$ cat src/rtl/ctrl_pkg.sv
// ctrl_pkg: shared encodings for the pipelined MIPS controller and datapath.
//   - opcode / funct values decoded in D
//   - ALU control, ALU B-source, next-PC select and load/store mask encodings
//   - packed control bundles carried through the E, M and W pipeline registers.
//     The field order in each struct is the bit layout the datapath relies on
//     (first field = MSBs).
package ctrl_pkg;

    localparam int CTRL_ALU_W  = 4;
    localparam int CTRL_MASK_W = 2;

    // Opcodes
    localparam logic [5:0] OP_RTYPE = 6'h00;
    localparam logic [5:0] OP_J     = 6'h02;
    localparam logic [5:0] OP_JAL   = 6'h03;
    localparam logic [5:0] OP_BEQ   = 6'h04;
    localparam logic [5:0] OP_BNE   = 6'h05;
    localparam logic [5:0] OP_ADDI  = 6'h08;
    localparam logic [5:0] OP_ADDIU = 6'h09;
    localparam logic [5:0] OP_SLTI  = 6'h0A;
    localparam logic [5:0] OP_ANDI  = 6'h0C;
    localparam logic [5:0] OP_ORI   = 6'h0D;
    localparam logic [5:0] OP_XORI  = 6'h0E;
    localparam logic [5:0] OP_LUI   = 6'h0F;
    localparam logic [5:0] OP_LB    = 6'h20;
    localparam logic [5:0] OP_LH    = 6'h21;
    localparam logic [5:0] OP_LW    = 6'h23;
    localparam logic [5:0] OP_SB    = 6'h28;
    localparam logic [5:0] OP_SH    = 6'h29;
    localparam logic [5:0] OP_SW    = 6'h2B;

    // R-type funct codes
    localparam logic [5:0] F_SLL   = 6'h00;
    localparam logic [5:0] F_SRL   = 6'h02;
    localparam logic [5:0] F_SRA   = 6'h03;
    localparam logic [5:0] F_JR    = 6'h08;
    localparam logic [5:0] F_MFHI  = 6'h10;
    localparam logic [5:0] F_MFLO  = 6'h12;
    localparam logic [5:0] F_MULT  = 6'h18;
    localparam logic [5:0] F_MULTU = 6'h19;
    localparam logic [5:0] F_DIV   = 6'h1A;
    localparam logic [5:0] F_DIVU  = 6'h1B;
    localparam logic [5:0] F_ADD   = 6'h20;
    localparam logic [5:0] F_ADDU  = 6'h21;
    localparam logic [5:0] F_SUB   = 6'h22;
    localparam logic [5:0] F_SUBU  = 6'h23;
    localparam logic [5:0] F_AND   = 6'h24;
    localparam logic [5:0] F_OR    = 6'h25;
    localparam logic [5:0] F_XOR   = 6'h26;
    localparam logic [5:0] F_NOR   = 6'h27;
    localparam logic [5:0] F_SLT   = 6'h2A;
    localparam logic [5:0] F_SLTU  = 6'h2B;

    // ALU control
    localparam logic [3:0] ALU_ADD  = 4'd0;
    localparam logic [3:0] ALU_SUB  = 4'd1;
    localparam logic [3:0] ALU_AND  = 4'd2;
    localparam logic [3:0] ALU_OR   = 4'd3;
    localparam logic [3:0] ALU_XOR  = 4'd4;
    localparam logic [3:0] ALU_NOR  = 4'd5;
    localparam logic [3:0] ALU_SLT  = 4'd6;
    localparam logic [3:0] ALU_SLTU = 4'd7;
    localparam logic [3:0] ALU_SLL  = 4'd8;
    localparam logic [3:0] ALU_SRL  = 4'd9;
    localparam logic [3:0] ALU_SRA  = 4'd10;
    localparam logic [3:0] ALU_LUI  = 4'd11;

    // ALU B-operand source
    localparam logic [1:0] SRC_REG   = 2'd0;
    localparam logic [1:0] SRC_IMM   = 2'd1;
    localparam logic [1:0] SRC_SHAMT = 2'd2;

    // Next-PC select
    localparam logic [1:0] PC_PLUS4  = 2'd0;
    localparam logic [1:0] PC_BRANCH = 2'd1;
    localparam logic [1:0] PC_JUMP   = 2'd2;
    localparam logic [1:0] PC_REG    = 2'd3;

    // Store mask modes (M stage)
    localparam logic [1:0] ST_NONE = 2'd0;
    localparam logic [1:0] ST_WORD = 2'd1;
    localparam logic [1:0] ST_HALF = 2'd2;
    localparam logic [1:0] ST_BYTE = 2'd3;

    // Load extract modes (M stage)
    localparam logic [1:0] LD_WORD = 2'd0;
    localparam logic [1:0] LD_BYTE = 2'd1;
    localparam logic [1:0] LD_HALF = 2'd2;

    // Full decoded bundle, held in the E register
    typedef struct packed {
        logic [CTRL_ALU_W-1:0]  alu_control;
        logic [1:0]             alu_src;
        logic                   reg_dst;
        logic                   sign_or_zero;
        logic                   branch_eq;
        logic                   branch_ne;
        logic                   jump;
        logic                   jump_reg;
        logic                   muldiv;
        logic                   mfhilo;
        logic                   mem_write;
        logic [CTRL_MASK_W-1:0] mask_control;
        logic [CTRL_MASK_W-1:0] lblh_enable;
        logic                   reg_write;
        logic                   mem_to_reg;
        logic                   jal;
    } ctrl_t;

    // Subset still needed after E
    typedef struct packed {
        logic                   mem_write;
        logic [CTRL_MASK_W-1:0] mask_control;
        logic [CTRL_MASK_W-1:0] lblh_enable;
        logic                   reg_write;
        logic                   mem_to_reg;
        logic                   jal;
    } m_ctrl_t;

    // Subset still needed after M
    typedef struct packed {
        logic reg_write;
        logic mem_to_reg;
        logic jal;
    } w_ctrl_t;

endpackage

$ cat src/rtl/mips_ctrl_decode.sv
// mips_ctrl_decode: combinational merged main / ALU / mask decoder.
// Ports:
//   op_i, funct_i  - opcode and funct of the D-stage instruction
//   ctrl_o         - decoded control bundle (all zero for an illegal encoding)
//   illegal_o      - encoding is not supported by this core
module mips_ctrl_decode import ctrl_pkg::*; #(
    parameter bit HAS_MULDIV = 1'b1
) (
    input  logic [5:0] op_i,
    input  logic [5:0] funct_i,
    output ctrl_t      ctrl_o,
    output logic       illegal_o
);

    ctrl_t ctrl_s;
    logic  illegal_s;

    // Main + ALU + mask decode
    always_comb begin
        ctrl_s    = '0;
        illegal_s = 1'b0;
        case (op_i)
            OP_RTYPE: begin
                ctrl_s.reg_dst   = 1'b1;
                ctrl_s.reg_write = 1'b1;
                case (funct_i)
                    F_ADD, F_ADDU: ctrl_s.alu_control = ALU_ADD;
                    F_SUB, F_SUBU: ctrl_s.alu_control = ALU_SUB;
                    F_AND:         ctrl_s.alu_control = ALU_AND;
                    F_OR:          ctrl_s.alu_control = ALU_OR;
                    F_XOR:         ctrl_s.alu_control = ALU_XOR;
                    F_NOR:         ctrl_s.alu_control = ALU_NOR;
                    F_SLT:         ctrl_s.alu_control = ALU_SLT;
                    F_SLTU:        ctrl_s.alu_control = ALU_SLTU;
                    F_SLL: begin
                        ctrl_s.alu_control = ALU_SLL;
                        ctrl_s.alu_src     = SRC_SHAMT;
                    end
                    F_SRL: begin
                        ctrl_s.alu_control = ALU_SRL;
                        ctrl_s.alu_src     = SRC_SHAMT;
                    end
                    F_SRA: begin
                        ctrl_s.alu_control = ALU_SRA;
                        ctrl_s.alu_src     = SRC_SHAMT;
                    end
                    F_JR: begin
                        ctrl_s.reg_write = 1'b0;
                        ctrl_s.jump_reg  = 1'b1;
                    end
                    F_MFHI, F_MFLO: begin
                        if (HAS_MULDIV) ctrl_s.mfhilo = 1'b1;
                        else            illegal_s     = 1'b1;
                    end
                    F_MULT, F_MULTU, F_DIV, F_DIVU: begin
                        // Result lands in HI/LO, not the register file
                        ctrl_s.reg_write = 1'b0;
                        ctrl_s.reg_dst   = 1'b0;
                        if (HAS_MULDIV) ctrl_s.muldiv = 1'b1;
                        else            illegal_s     = 1'b1;
                    end
                    default: illegal_s = 1'b1;
                endcase
            end
            OP_J:   ctrl_s.jump = 1'b1;
            OP_JAL: begin
                ctrl_s.jump      = 1'b1;
                ctrl_s.jal       = 1'b1;
                ctrl_s.reg_write = 1'b1;
            end
            OP_BEQ, OP_BNE: begin
                ctrl_s.branch_eq    = (op_i == OP_BEQ);
                ctrl_s.branch_ne    = (op_i == OP_BNE);
                ctrl_s.alu_control  = ALU_SUB;
                ctrl_s.sign_or_zero = 1'b1;
            end
            OP_ADDI, OP_ADDIU, OP_SLTI: begin
                ctrl_s.alu_control  = (op_i == OP_SLTI) ? ALU_SLT : ALU_ADD;
                ctrl_s.alu_src      = SRC_IMM;
                ctrl_s.sign_or_zero = 1'b1;
                ctrl_s.reg_write    = 1'b1;
            end
            OP_ANDI, OP_ORI, OP_XORI, OP_LUI: begin
                case (op_i)
                    OP_ANDI: ctrl_s.alu_control = ALU_AND;
                    OP_ORI:  ctrl_s.alu_control = ALU_OR;
                    OP_XORI: ctrl_s.alu_control = ALU_XOR;
                    default: ctrl_s.alu_control = ALU_LUI;
                endcase
                ctrl_s.alu_src   = SRC_IMM;
                ctrl_s.reg_write = 1'b1;
            end
            OP_LB, OP_LH, OP_LW: begin
                case (op_i)
                    OP_LB:   ctrl_s.lblh_enable = LD_BYTE;
                    OP_LH:   ctrl_s.lblh_enable = LD_HALF;
                    default: ctrl_s.lblh_enable = LD_WORD;
                endcase
                ctrl_s.alu_control  = ALU_ADD;
                ctrl_s.alu_src      = SRC_IMM;
                ctrl_s.sign_or_zero = 1'b1;
                ctrl_s.reg_write    = 1'b1;
                ctrl_s.mem_to_reg   = 1'b1;
            end
            OP_SB, OP_SH, OP_SW: begin
                case (op_i)
                    OP_SB:   ctrl_s.mask_control = ST_BYTE;
                    OP_SH:   ctrl_s.mask_control = ST_HALF;
                    default: ctrl_s.mask_control = ST_WORD;
                endcase
                ctrl_s.alu_control  = ALU_ADD;
                ctrl_s.alu_src      = SRC_IMM;
                ctrl_s.sign_or_zero = 1'b1;
                ctrl_s.mem_write    = 1'b1;
            end
            default: illegal_s = 1'b1;
        endcase
    end

    // An illegal encoding must not leak partial controls into the pipeline
    assign ctrl_o    = illegal_s ? ctrl_t'('0) : ctrl_s;
    assign illegal_o = illegal_s;

endmodule

$ cat src/rtl/mips_pipe_ctrl.sv
// mips_pipe_ctrl: pipelined MIPS control unit. Decodes in D and carries the
// control bundle through the E, M and W registers, resolves branches/jumps in
// E, and sequences the multi-cycle HI/LO unit.
// Ports:
//   clk, rst_n                       - clock, async active-low reset
//   instr_valid_d, op_d, funct_d     - D-stage instruction
//   zero_e                           - ALU zero flag in E
//   stall_ext                        - external freeze of the whole pipeline
//   *_e / *_m / *_w                  - stage control outputs (0 for bubbles)
//   stall_fd, flush_fd               - F/D register hold / squash
//   illegal_e                        - one-cycle illegal-instruction pulse
//   muldiv_busy                      - HI/LO unit busy
module mips_pipe_ctrl import ctrl_pkg::*; #(
    parameter int ALU_CTRL_W = 4,
    parameter int MASK_W     = 2,
    parameter bit HAS_MULDIV = 1'b1,
    parameter int MULDIV_LAT = 32,
    parameter int CNT_W      = 8
) (
    input  logic                  clk,
    input  logic                  rst_n,
    input  logic                  instr_valid_d,
    input  logic [5:0]            op_d,
    input  logic [5:0]            funct_d,
    input  logic                  zero_e,
    input  logic                  stall_ext,
    output logic [ALU_CTRL_W-1:0] alu_control_e,
    output logic [1:0]            alu_src_e,
    output logic                  reg_dst_e,
    output logic                  sign_or_zero_e,
    output logic                  muldiv_start_e,
    output logic [1:0]            pc_sel_e,
    output logic                  mem_write_m,
    output logic [MASK_W-1:0]     mask_control_m,
    output logic [MASK_W-1:0]     lblh_enable_m,
    output logic                  reg_write_w,
    output logic                  mem_to_reg_w,
    output logic                  jal_w,
    output logic                  stall_fd,
    output logic                  flush_fd,
    output logic                  illegal_e,
    output logic                  muldiv_busy
);

    ctrl_t      dec_s;
    logic       dec_illegal_s;
    ctrl_t      e_q, e_d;
    m_ctrl_t    m_q, m_d;
    w_ctrl_t    w_q, w_d;
    logic       e_valid_q, e_valid_d, m_valid_q, m_valid_d, w_valid_q, w_valid_d;
    logic       illegal_q, illegal_d;
    logic [CNT_W-1:0] cnt_q, cnt_d;
    logic       busy_s, hz_s, taken_s, redirect_s, start_s;
    logic [1:0] pc_sel_s;

    mips_ctrl_decode #(.HAS_MULDIV(HAS_MULDIV)) u_decode (
        .op_i      (op_d),
        .funct_i   (funct_d),
        .ctrl_o    (dec_s),
        .illegal_o (dec_illegal_s)
    );

    // Hazard detection, redirect resolution and mult/div start
    always_comb begin
        busy_s  = (cnt_q != {CNT_W{1'b0}});
        // Anything touching HI/LO waits in E until the unit drains
        hz_s    = e_valid_q && (e_q.muldiv || e_q.mfhilo) && busy_s && !stall_ext;
        taken_s = (e_q.branch_eq && zero_e) || (e_q.branch_ne && !zero_e);
        if (!e_valid_q || stall_ext || hz_s) begin
            pc_sel_s = PC_PLUS4;
        end else if (e_q.jump_reg) begin
            pc_sel_s = PC_REG;
        end else if (e_q.jump) begin
            pc_sel_s = PC_JUMP;
        end else if (taken_s) begin
            pc_sel_s = PC_BRANCH;
        end else begin
            pc_sel_s = PC_PLUS4;
        end
        redirect_s = (pc_sel_s != PC_PLUS4);
        start_s    = e_valid_q && e_q.muldiv && !stall_ext && !hz_s;
    end

    // Next state of the stage registers and busy counter
    always_comb begin
        e_d       = e_q;
        e_valid_d = e_valid_q;
        illegal_d = illegal_q;
        m_d       = m_q;
        m_valid_d = m_valid_q;
        w_d       = w_q;
        w_valid_d = w_valid_q;

        // Counter runs even while frozen: the HI/LO unit is not stalled by memory
        if (start_s) begin
            cnt_d = CNT_W'(MULDIV_LAT);
        end else if (busy_s) begin
            cnt_d = cnt_q - CNT_W'(1);
        end else begin
            cnt_d = cnt_q;
        end

        if (!stall_ext) begin
            w_valid_d    = m_valid_q;
            w_d.reg_write  = m_q.reg_write;
            w_d.mem_to_reg = m_q.mem_to_reg;
            w_d.jal        = m_q.jal;
            if (hz_s) begin
                // E holds; a bubble goes into M
                m_valid_d = 1'b0;
                m_d       = '0;
            end else begin
                m_valid_d        = e_valid_q;
                m_d.mem_write    = e_q.mem_write;
                m_d.mask_control = e_q.mask_control;
                m_d.lblh_enable  = e_q.lblh_enable;
                m_d.reg_write    = e_q.reg_write;
                m_d.mem_to_reg   = e_q.mem_to_reg;
                m_d.jal          = e_q.jal;
                // Redirect squashes the wrong-path instruction currently in D
                e_valid_d = instr_valid_d && !dec_illegal_s && !redirect_s;
                illegal_d = instr_valid_d && dec_illegal_s && !redirect_s;
                e_d       = e_valid_d ? dec_s : ctrl_t'('0);
            end
        end else begin
            e_valid_d = e_valid_q;
        end
    end

    // Stage registers and busy counter
    always_ff @(posedge clk or negedge rst_n) begin
        if (!rst_n) begin
            e_q       <= '0;
            e_valid_q <= 1'b0;
            illegal_q <= 1'b0;
            m_q       <= '0;
            m_valid_q <= 1'b0;
            w_q       <= '0;
            w_valid_q <= 1'b0;
            cnt_q     <= {CNT_W{1'b0}};
        end else begin
            e_q       <= e_d;
            e_valid_q <= e_valid_d;
            illegal_q <= illegal_d;
            m_q       <= m_d;
            m_valid_q <= m_valid_d;
            w_q       <= w_d;
            w_valid_q <= w_valid_d;
            cnt_q     <= cnt_d;
        end
    end

    assign alu_control_e  = e_valid_q ? ALU_CTRL_W'(e_q.alu_control) : {ALU_CTRL_W{1'b0}};
    assign alu_src_e      = e_valid_q ? e_q.alu_src : 2'b00;
    assign reg_dst_e      = e_valid_q & e_q.reg_dst;
    assign sign_or_zero_e = e_valid_q & e_q.sign_or_zero;
    assign muldiv_start_e = start_s;
    assign pc_sel_e       = pc_sel_s;
    assign mem_write_m    = m_valid_q & m_q.mem_write;
    assign mask_control_m = m_valid_q ? MASK_W'(m_q.mask_control) : {MASK_W{1'b0}};
    assign lblh_enable_m  = m_valid_q ? MASK_W'(m_q.lblh_enable) : {MASK_W{1'b0}};
    assign reg_write_w    = w_valid_q & w_q.reg_write;
    assign mem_to_reg_w   = w_valid_q & w_q.mem_to_reg;
    assign jal_w          = w_valid_q & w_q.jal;
    assign stall_fd       = stall_ext | hz_s;
    assign flush_fd       = redirect_s;
    assign illegal_e      = illegal_q;
    assign muldiv_busy    = busy_s;

endmodule

$ cat config.mk
export PLATFORM = sky130hd
export DESIGN_NAME = mips_pipe_ctrl
export DESIGN_NICKNAME = d
export VERILOG_FILES = /design/src/rtl/ctrl_pkg.sv /design/src/rtl/mips_ctrl_decode.sv /design/src/rtl/mips_pipe_ctrl.sv
export SDC_FILE = /design/constraint.sdc
export NUM_CORES = 1
export LEC_CHECK = 0
export ABC_AREA = 1
export CAP_MARGIN = 25
export CORE_UTILIZATION = 59
export CTS_CLUSTER_SIZE = 8
export DETAILED_ROUTE_END_ITERATION = 12
export PLACE_DENSITY = 0.9
export SETUP_SLACK_MARGIN = 0.2
export SYNTH_ARGS = -nofsm -noshare
export SYNTH_HDL_FRONTEND = slang
export SYNTH_SLANG_ARGS = --single-unit
$ cat constraint.sdc
create_clock -name clk -period 4.4 [get_ports clk]
set_input_delay 0.88 -clock clk [delete_from_list [all_inputs] [get_ports clk]]
set_output_delay 0.88 -clock clk [all_outputs]
set_load 0.02 [all_outputs]
Word level (Yosys, flattened, before mapping):

Cells that the tools add are included.

* bits in registers: 45
* bits of input ports: 17
* output and inout bits: 23
* word-level logic and storage cells: 159

* reduce and logical (&&, ||, !) cells: 44
* bitwise logic cells: 9
* $add $sub $neg: 1
* mux-type cells: 39
* equal/unequal tests: 36

Operators by type and width (number)
* $eq A6 B6 Y1 const B: 16
* $eq A6 B4 Y1 const B: 8
* $mux W22: 2
* $pmux W4 S10: 1
* $eq A6 B5 Y1 const B: 6
* $eq A6 B2 Y1 const B: 4
* $mux W8: 3
* $reduce_or A11 Y1: 2
* $reduce_or A20 Y1: 1
* $mux W2: 9
* $reduce_or A17 Y1: 1
* $pmux W4 S4: 1
* $mux W1: 13
* $reduce_or A13 Y1: 1
* $eq A6 B3 Y1 const B: 2
* $logic_and A1 B1 Y1: 12
* $logic_not A6 Y1: 2
* $pmux W2 S2: 3
* $pmux W4 S3: 1
* $reduce_or A3 Y1: 4
* $mux W3: 3
* $reduce_bool A8 Y1: 1
* $reduce_or A2 Y1: 4
* $reduce_or A4 Y1: 2
* 11 further kinds: 27

Longest topological paths before layout:

Gate-level depths: netlist (run 1).

* depth in word-level cells: 11
* mapped depth: 13
* depth with buffers taken out: 12

By module:

Synthesis (run 1) repeated with hierarchy kept, for this count alone.

* cells, all modules: 390
* area, all modules: 2787.7 sq um

By module, submodules not included
* mips_pipe_ctrl: cells an instance 263, times used 1, seq. area each 1126.1 sq um, area an instance 2148.3 sq um
* mips_ctrl_decode: cells an instance 127, times used 1, seq. area each 0.0 sq um, area an instance 639.4 sq um

Worst setup path before layout (run 1):

OpenSTA, ideal clock, no wires.

* kind: input-to-output
* start point: input port stall_ext
* end point: output port muldiv_start_e
* data arrival time: 1.435 ns
* cell stages on the path: 5
* slack: 2.085 ns
* data required time: 3.520 ns
* buffers on the path: 0
* cells stage by stage: inv_1 nand2_4 nor2_1 nand2_1 inv_1

* cells in the longest elaborated chain, start to end: 4
* elaborated cells on any way between the ends: 5
* classes of those cells: reduce/logical: 5

RTL lines
* start: declaration: line mips_pipe_ctrl.sv:26 `input logic stall_ext,`
* $logic_not A1 Y1 *
* $logic_and A1 B1 Y1: line mips_pipe_ctrl.sv:67 `hz_s = e_valid_q && (e_q.muldiv || e_q.mfhilo) && busy_s && !stall_ext;`
* $logic_not A1 Y1: line mips_pipe_ctrl.sv:81 `start_s = e_valid_q && e_q.muldiv && !stall_ext && !hz_s;`
* $logic_and A1 B1 Y1 *: line mips_pipe_ctrl.sv:81
* end: declaration: line mips_pipe_ctrl.sv:31 `output logic muldiv_start_e,`

Every way passes the cells marked *; elsewhere a longest branch is shown, timed or not.

Worst setup path in the final report (run 1):

Ends and elaborated chain as after synthesis.

==> results.py, run 1 <==
metrics = {
    "logic_synthesis": {
        "synth_top_area_share": 0.414,
        "seq_area_frac_synth": 0.414,
        "synth_seq_cells": 45,
        "synth_area_sq_um": 2720,
        "synthTopCellsByArea": "dfrtp_1 (41%), nand2_1 (15%), inv_1 (8.7%)",
        "ys_types": 31,
        "syn_nets": 401,
        "netlist_instances": 383,
        "yosys.area.top_type": "dfrtp_1",
        "yosys_warnings": 0,
        "synth_area_per_cell_sq_um": 7.11,
    },
    "floorplan": {
        "start_util": 0.621,
        "die-area_sq_um": 4890,
        "die_w_um": 69.9,
        "num_rows": 24,
        "io_pins": 40,
        "die_h_um": 69.9,
        "core_region_area_sq_um": 4380,
    },
    "timing": {
        "drv_slew": 0,
        "rsz0062_at_grt": "no",
        "tightest_slew_ps": 697,
        "fin_crit_sh": 0.805,
        "finClkSkew_ps": 12.7,
        "finalSetupViolations": 0,
        "min_period_ps": 3540,
        "slew_headroom": 0.534,
        "hold_viol": 0,
        "max_clock_freq_ghz": 0.282,
        "tns_ps": 0,
    },
    "clocking": {
        "cts_tree": "done",
        "postCtsSetupRepairBufs": 0,
        "cts_buffer_depth": 2,
        "clock_latency_ps": 290,
        "cts_hold_buf": 0,
        "post_cts_resize_count": 0,
        "clkTransAtPathRegs_ps": 80,
        "cts_buffers": 5,
        "cts-root-buf": "clkbuf_8",
        "cts_max_level": 2,
        "cts_sinks": 45,
    },
    "layout": {
        "utilization": 0.734,
        "syn_to_final_growth_pct": 18.2,
        "diodes": 0,
        "fin_area_sq_um": 3220,
        "drive_above_1_share": 0.0950,
        "nets": 439,
    },
    "global_route": {
        "grt_max_degree": 46,
        "grt_overflow": 0,
        "grt_pass1_vias": 2362,
        "grt_pass1_wl_um": 10100,
        "antenna_found_initial": 0,
        "track_usage": 0.254,
    },
    "detailed_routing": {
        "drt_wl_total_um": 5770,
        "dr.pass1.iters": 4,
        "antenna_left": 0,
        "drt_iter0_drc": 161,
        "wl_per_cell_um": 12.2,
        "vias": 2502,
        "post_drt_via_cell_ratio": 5.29,
        "drc": 0,
    },
    "placed_design": {
        "gp_congestion": 0.957,
        "post-dp-hpwl_um": 4330,
        "post_dp_cell_area_sq_um": 3100,
        "io_buffers": 39,
    },
    "power": {
        "ir_worst_vdd_mv": 0.179,
        "power.switching_uw": 328,
        "pwr-share-clk": 0.254,
        "powerDensity_nw_per_um2": 311,
        "swShare": 0.328,
        "p_leak_nw": 1.80,
        "p_int_uw": 673,
        "seqPwrFrac": 0.490,
        "combPwrFrac": 0.256,
    },
    "worst_hold_path": {
        "hp-class": "flop to flop",
    },
    "setup_path": {
        "crit_path_end_kind": "output port",
        "crit_buf_inv": 4,
        "crit_required_ps": 3520,
        "startpoint_type": "primary input",
        "cp_max_fo": 27,
        "cp_top_family": "buffers and inverters",
        "setup.worst_path.class": "primary input to output port",
        "cp_slowest_stage_delay_ps": 590,
        "cp_slowest_cell": "clkdlybuf4s50_1",
        "arrival_ps": 2660,
        "crit_chain": "clkdlybuf4s50_1, inv_1, nand2_4, nor2_1, nand2_1, inv_1, clkdlybuf4s50_1",
    },
    "outcome": {
        "outcome": "completed",
    },
    "run": {
        "max_cap_violations": 0,
    },
}
-- synth_stat cells --
| master | n |
|---|---|
| a21boi_0 | 1 |
| a21oi_1 | 1 |
| a22o_1 | 5 |
| buf_2 | 1 |
| buf_4 | 3 |
| buf_6 | 4 |
| clkbuf_1 | 2 |
| dfrtp_1 | 45 |
| ha_1 | 1 |
| inv_1 | 63 |
| inv_2 | 5 |
| inv_4 | 1 |
| inv_6 | 1 |
| nand2_1 | 112 |
| nand2_2 | 4 |
| nand2_4 | 2 |
| nand3_1 | 43 |
| nand3_2 | 8 |
| nand4_1 | 2 |
| nor2_1 | 40 |
| nor2_2 | 6 |
| nor2_4 | 1 |
| nor2_8 | 1 |
| nor3_1 | 5 |
| nor3_2 | 1 |
| nor4_1 | 2 |
| o211ai_1 | 1 |
| o21ai_0 | 16 |
| o21bai_1 | 1 |
| o22ai_1 | 2 |
| xor2_1 | 3 |
-- metrics by stage --
stage | worst slack, ps | cells | total power [mW] | hold slack [ps]
floorplan | 2080 | 383 | 0.681 | 449
global route | 743 | 473 | 1.07 | 500
detailed placement | 857 | 465 | 0.748 | 465
CTS | 858 | 472 | 1.00 | 481
finish | 858 | 473 | 1.00 | 480
global placement | 916 | 465 | 0.734 | 463
-- state kept, by name, indices dropped and copies added (netlist names) --
register / cells
illegal_e: 1
w_q: 3
e_valid_q: 1
m_valid_q: 1
m_q: 8
e_q: 22
w_valid_q: 1
cnt_q: 8
-- cells by family (layout without fill, tap and decap cells) --
group | count (synthesis) | in the layout | share of synthesized area
buffers and inverters | 80 | 118 | 0.129
xor gates and xnor gates | 3 | 3 | 0.00966
DFF | 45 | 45 | 0.414
AOI/OAI and AO/OA | 27 | 27 | 0.0602
and+or+nand+nor | 227 | 227 | 0.383
adders and majority gates | 1 | 1 | 0.00460
-- layout by cell type, fill, tap and decap left out, types with 2 or more instances in the layout --
cell type        Yosys  final
xor2_1               3      3
nand4_1              2      2
nand2_4              2      2
nor3_1               5      5
nor2_1              40     40
clkbuf_8             0      6
inv_1               63     63
nor2_2               6      6
dfrtp_1             45     45
nand2_1            112    112
o21ai_0             16     16
o22ai_1              2      2
nand3_1             43     43
nand3_2              8      8
nand2_2              4      4
inv_2                5      5
clkdlybuf4s50_1      0     38
a22o_1               5      5
nor4_1               2      2
-- worst paths after layout --
kind,from,end,slack (ps),cells after the start
worst max-delay path,stall_ext,muldiv_start_e,860,7
worst min-delay path,illegal_e,illegal_e,480,2
worst max register to register,cnt_q[0],e_q[4],2210,12
worst min register to register,illegal_e,illegal_e,480,2
max in group asynchronous,rst_n,e_q[10],3380,2
min in group asynchronous,rst_n,m_q[1],540,1
-- worst min-delay path, delay by kind of cell (launching register included) --
family | cells | cell delay [ps]
DFF | 1 | 340
and+or+nand+nor | 2 | 100
-- routing by layer --
layer	vias up	routed length, um	global-route usage	share of wire
li1	1264	-	-	-
met1	1151	2500	0.330	0.43
met2	71	2910	0.424	0.50
met3	16	237	0.0433	0.041
met4	0	127	0.0978	0.022
met5	-	0	0	0
-- power by group through the flow --
stage          logic, mW  registers, mW  clock network (mW)
3_5_place_dp       0.250          0.499                   0
4_1_cts            0.254          0.490               0.260
3_3_place_gp       0.239          0.495                   0
2_1_floorplan      0.191          0.490                   0
6_report           0.256          0.490               0.254
5_1_grt            0.291          0.495               0.282
-- final cells by class --
cell class	instances	area (sq um)
Timing Repair Buffer	41	420
Inverter	70	270
Fill cell	370	1170
Sequential cell	45	1130
Multi-Input combinational cell	258	1240
Tap cell	52	65.1
Clock buffer	6	82.6
Clock inverter	1	7.51
Note: power is estimated with default switching activity, not from simulation.
==> run 2, diff against run 1 <==
Settings changed: CORE_UTILIZATION 59 to 54, PLACE_DENSITY 0.9 to 0.83.
Clock period 4.4 ns to 3.5 ns, I/O delays scaled along.
==> results.py, run 2 (same netlist as run 1, synthesis figures left out) <==
metrics = {
    "power": {
        "swShare": 0.310,
        "p_leak_nw": 1.82,
        "powerDensity_nw_per_um2": 408,
        "seqPwrFrac": 0.462,
        "combPwrFrac": 0.235,
        "pwr-share-clk": 0.304,
        "ir_worst_vdd_mv": 0.246,
        "p_int_uw": 922,
        "power.switching_uw": 414,
    },
    "clocking": {
        "cts_buffers": 5,
        "cts_sinks": 45,
        "cts_max_level": 2,
        "post_cts_resize_count": 0,
        "clock_latency_ps": 300,
        "cts_hold_buf": 0,
        "cts_buffer_depth": 2,
        "cts-root-buf": "clkbuf_8",
        "cts_tree": "done",
        "postCtsSetupRepairBufs": 0,
        "clkTransAtPathRegs_ps": 80,
    },
    "timing": {
        "finClkSkew_ps": 9.09,
        "hold_viol": 0,
        "finalSetupViolations": 0,
        "tns_ps": 0,
        "min_period_ps": 3060,
        "max_clock_freq_ghz": 0.327,
        "rsz0062_at_grt": "no",
        "fin_crit_sh": 0.873,
        "slew_headroom": 0.757,
        "tightest_slew_ps": 363,
        "drv_slew": 0,
    },
    "global_route": {
        "grt_pass1_wl_um": 10200,
        "grt_use_met2": 0.431,
        "use_met1": 0.309,
        "grt-busiest-layer": "met2",
        "grt_max_degree": 46,
        "antenna_found_initial": 0,
        "met3_usage": 0.0483,
        "grt_pass1_vias": 2367,
        "grt_overflow": 0,
        "track_usage": 0.246,
    },
    "setup_path": {
        "setup.worst_path.class": "primary input to output port",
        "crit_buf_inv": 3,
        "startpoint_type": "primary input",
        "crit_path_end_kind": "output port",
        "rr_worst_depth": 13,
        "crit_required_ps": 2800,
        "cp_top_family": "buffers and inverters",
        "crit_start": "stall_ext",
        "crit_chain": "clkdlybuf4s50_1, buf_4, nor2_1, nand3_1, nand2_2, clkdlybuf4s50_1",
        "path_depth": 6,
        "cp_max_fo": 14,
        "ff2ff_setup_slack_ps": 1350,
        "cp_slowest_stage_delay_ps": 630,
        "cp_slowest_cell": "clkdlybuf4s50_1",
        "crit_end": "flush_fd",
        "arrival_ps": 2360,
        "r2r_end": "e_q[11]",
        "cpMostUsedCell": "clkdlybuf4s50_1",
        "reg2reg_from": "cnt_q[0]",
    },
    "floorplan": {
        "die_w_um": 73.0,
        "start_util": 0.569,
        "core_region_area_sq_um": 4790,
        "num_rows": 25,
        "die-area_sq_um": 5330,
        "die_h_um": 73.0,
        "io_pins": 40,
    },
    "detailed_routing": {
        "post_drt_via_cell_ratio": 5.01,
        "wl_per_cell_um": 11.8,
        "drt_wl_total_um": 5810,
        "drc": 0,
        "dr.pass1.iters": 5,
        "antenna_left": 0,
        "vias": 2462,
        "drt_iter0_drc": 106,
    },
    "layout": {
        "fin_cells": 491,
        "regMostFlops": "e_q",
        "final_cell_mix": "nand2_1 (112), inv_1 (63), dfrtp_1 (45), nand3_1 (43), nor2_1 (40)",
        "nets": 441,
        "diodes": 0,
        "final_common_cell": "nand2_1",
        "largest_reg_flops": 22,
        "utilization": 0.684,
        "drive_above_1_share": 0.101,
        "top_regs": "e_q (22), cnt_q (8), m_q (8)",
        "syn_to_final_growth_pct": 20.3,
    },
    "placed_design": {
        "io_buffers": 39,
        "post-place-cells": 482,
        "gp_congestion": 0.893,
        "post-dp-hpwl_um": 4470,
    },
    "run": {
        "max_cap_violations": 0,
    },
    "outcome": {
        "outcome": "completed",
    },
    "worst_hold_path": {
        "hp-class": "primary input to asynchronous set/reset pin",
    },
}
-- run 2: cell types whose count changed in the layout (fill, tap and decap cells not counted), sizes merged --
cell,delta
buf,+2
bufinv,+1
-- run 2: metal layers --
metal | wire, um | vias up
met3 | 169 | 8
met5 | 0 | -
met1 | 2590 | 1143
met4 | 85 | 0
met2 | 2960 | 47
li1 | - | 1264
-- run 2: worst min-delay path by stage --
stage / startpoint / depth (start not counted) / to / slack [ps]
finish: rst_n / 1 / m_q[4] / 190
global route: rst_n / 1 / w_valid_q / 180
CTS: e_q[2] / 2 / m_q[2] / 490
detailed placement: e_q[15] / 2 / e_q[15] / 470
global placement: e_q[20] / 2 / e_q[20] / 460
floorplan: rst_n / 0 / cnt_q[0] / 400
-- run 2: power groups by stage --
stage	Sequential [mW]	Combinational (mW)	Clock [mW]
floorplan	0.616	0.240	0
global placement	0.624	0.303	0
detailed placement	0.628	0.312	0
CTS	0.617	0.315	0.418
global route	0.624	0.364	0.439
finish	0.617	0.314	0.406
-- run 2: final cells by class --
class,instances,area (sq um)
Clock buffer,6,82.6
Clock inverter,2,37.5
Fill cell,413,1510
Inverter,70,270
Multi-Input combinational cell,258,1240
Sequential cell,45,1130
Tap cell,67,83.8
Timing Repair Buffer,43,428
-- run 2: through the flow --
stage / cell area, sq um / power (mW) / hold WS [ps] / setup WS (ps)
finish: 3270 / 1.34 / 195 / 445
global route: 3270 / 1.43 / 181 / 317
CTS: 3250 / 1.35 / 488 / 438
detailed placement: 3130 / 0.940 / 466 / 439
global placement: 3130 / 0.927 / 465 / 445
floorplan: 2720 / 0.856 / 404 / 1490
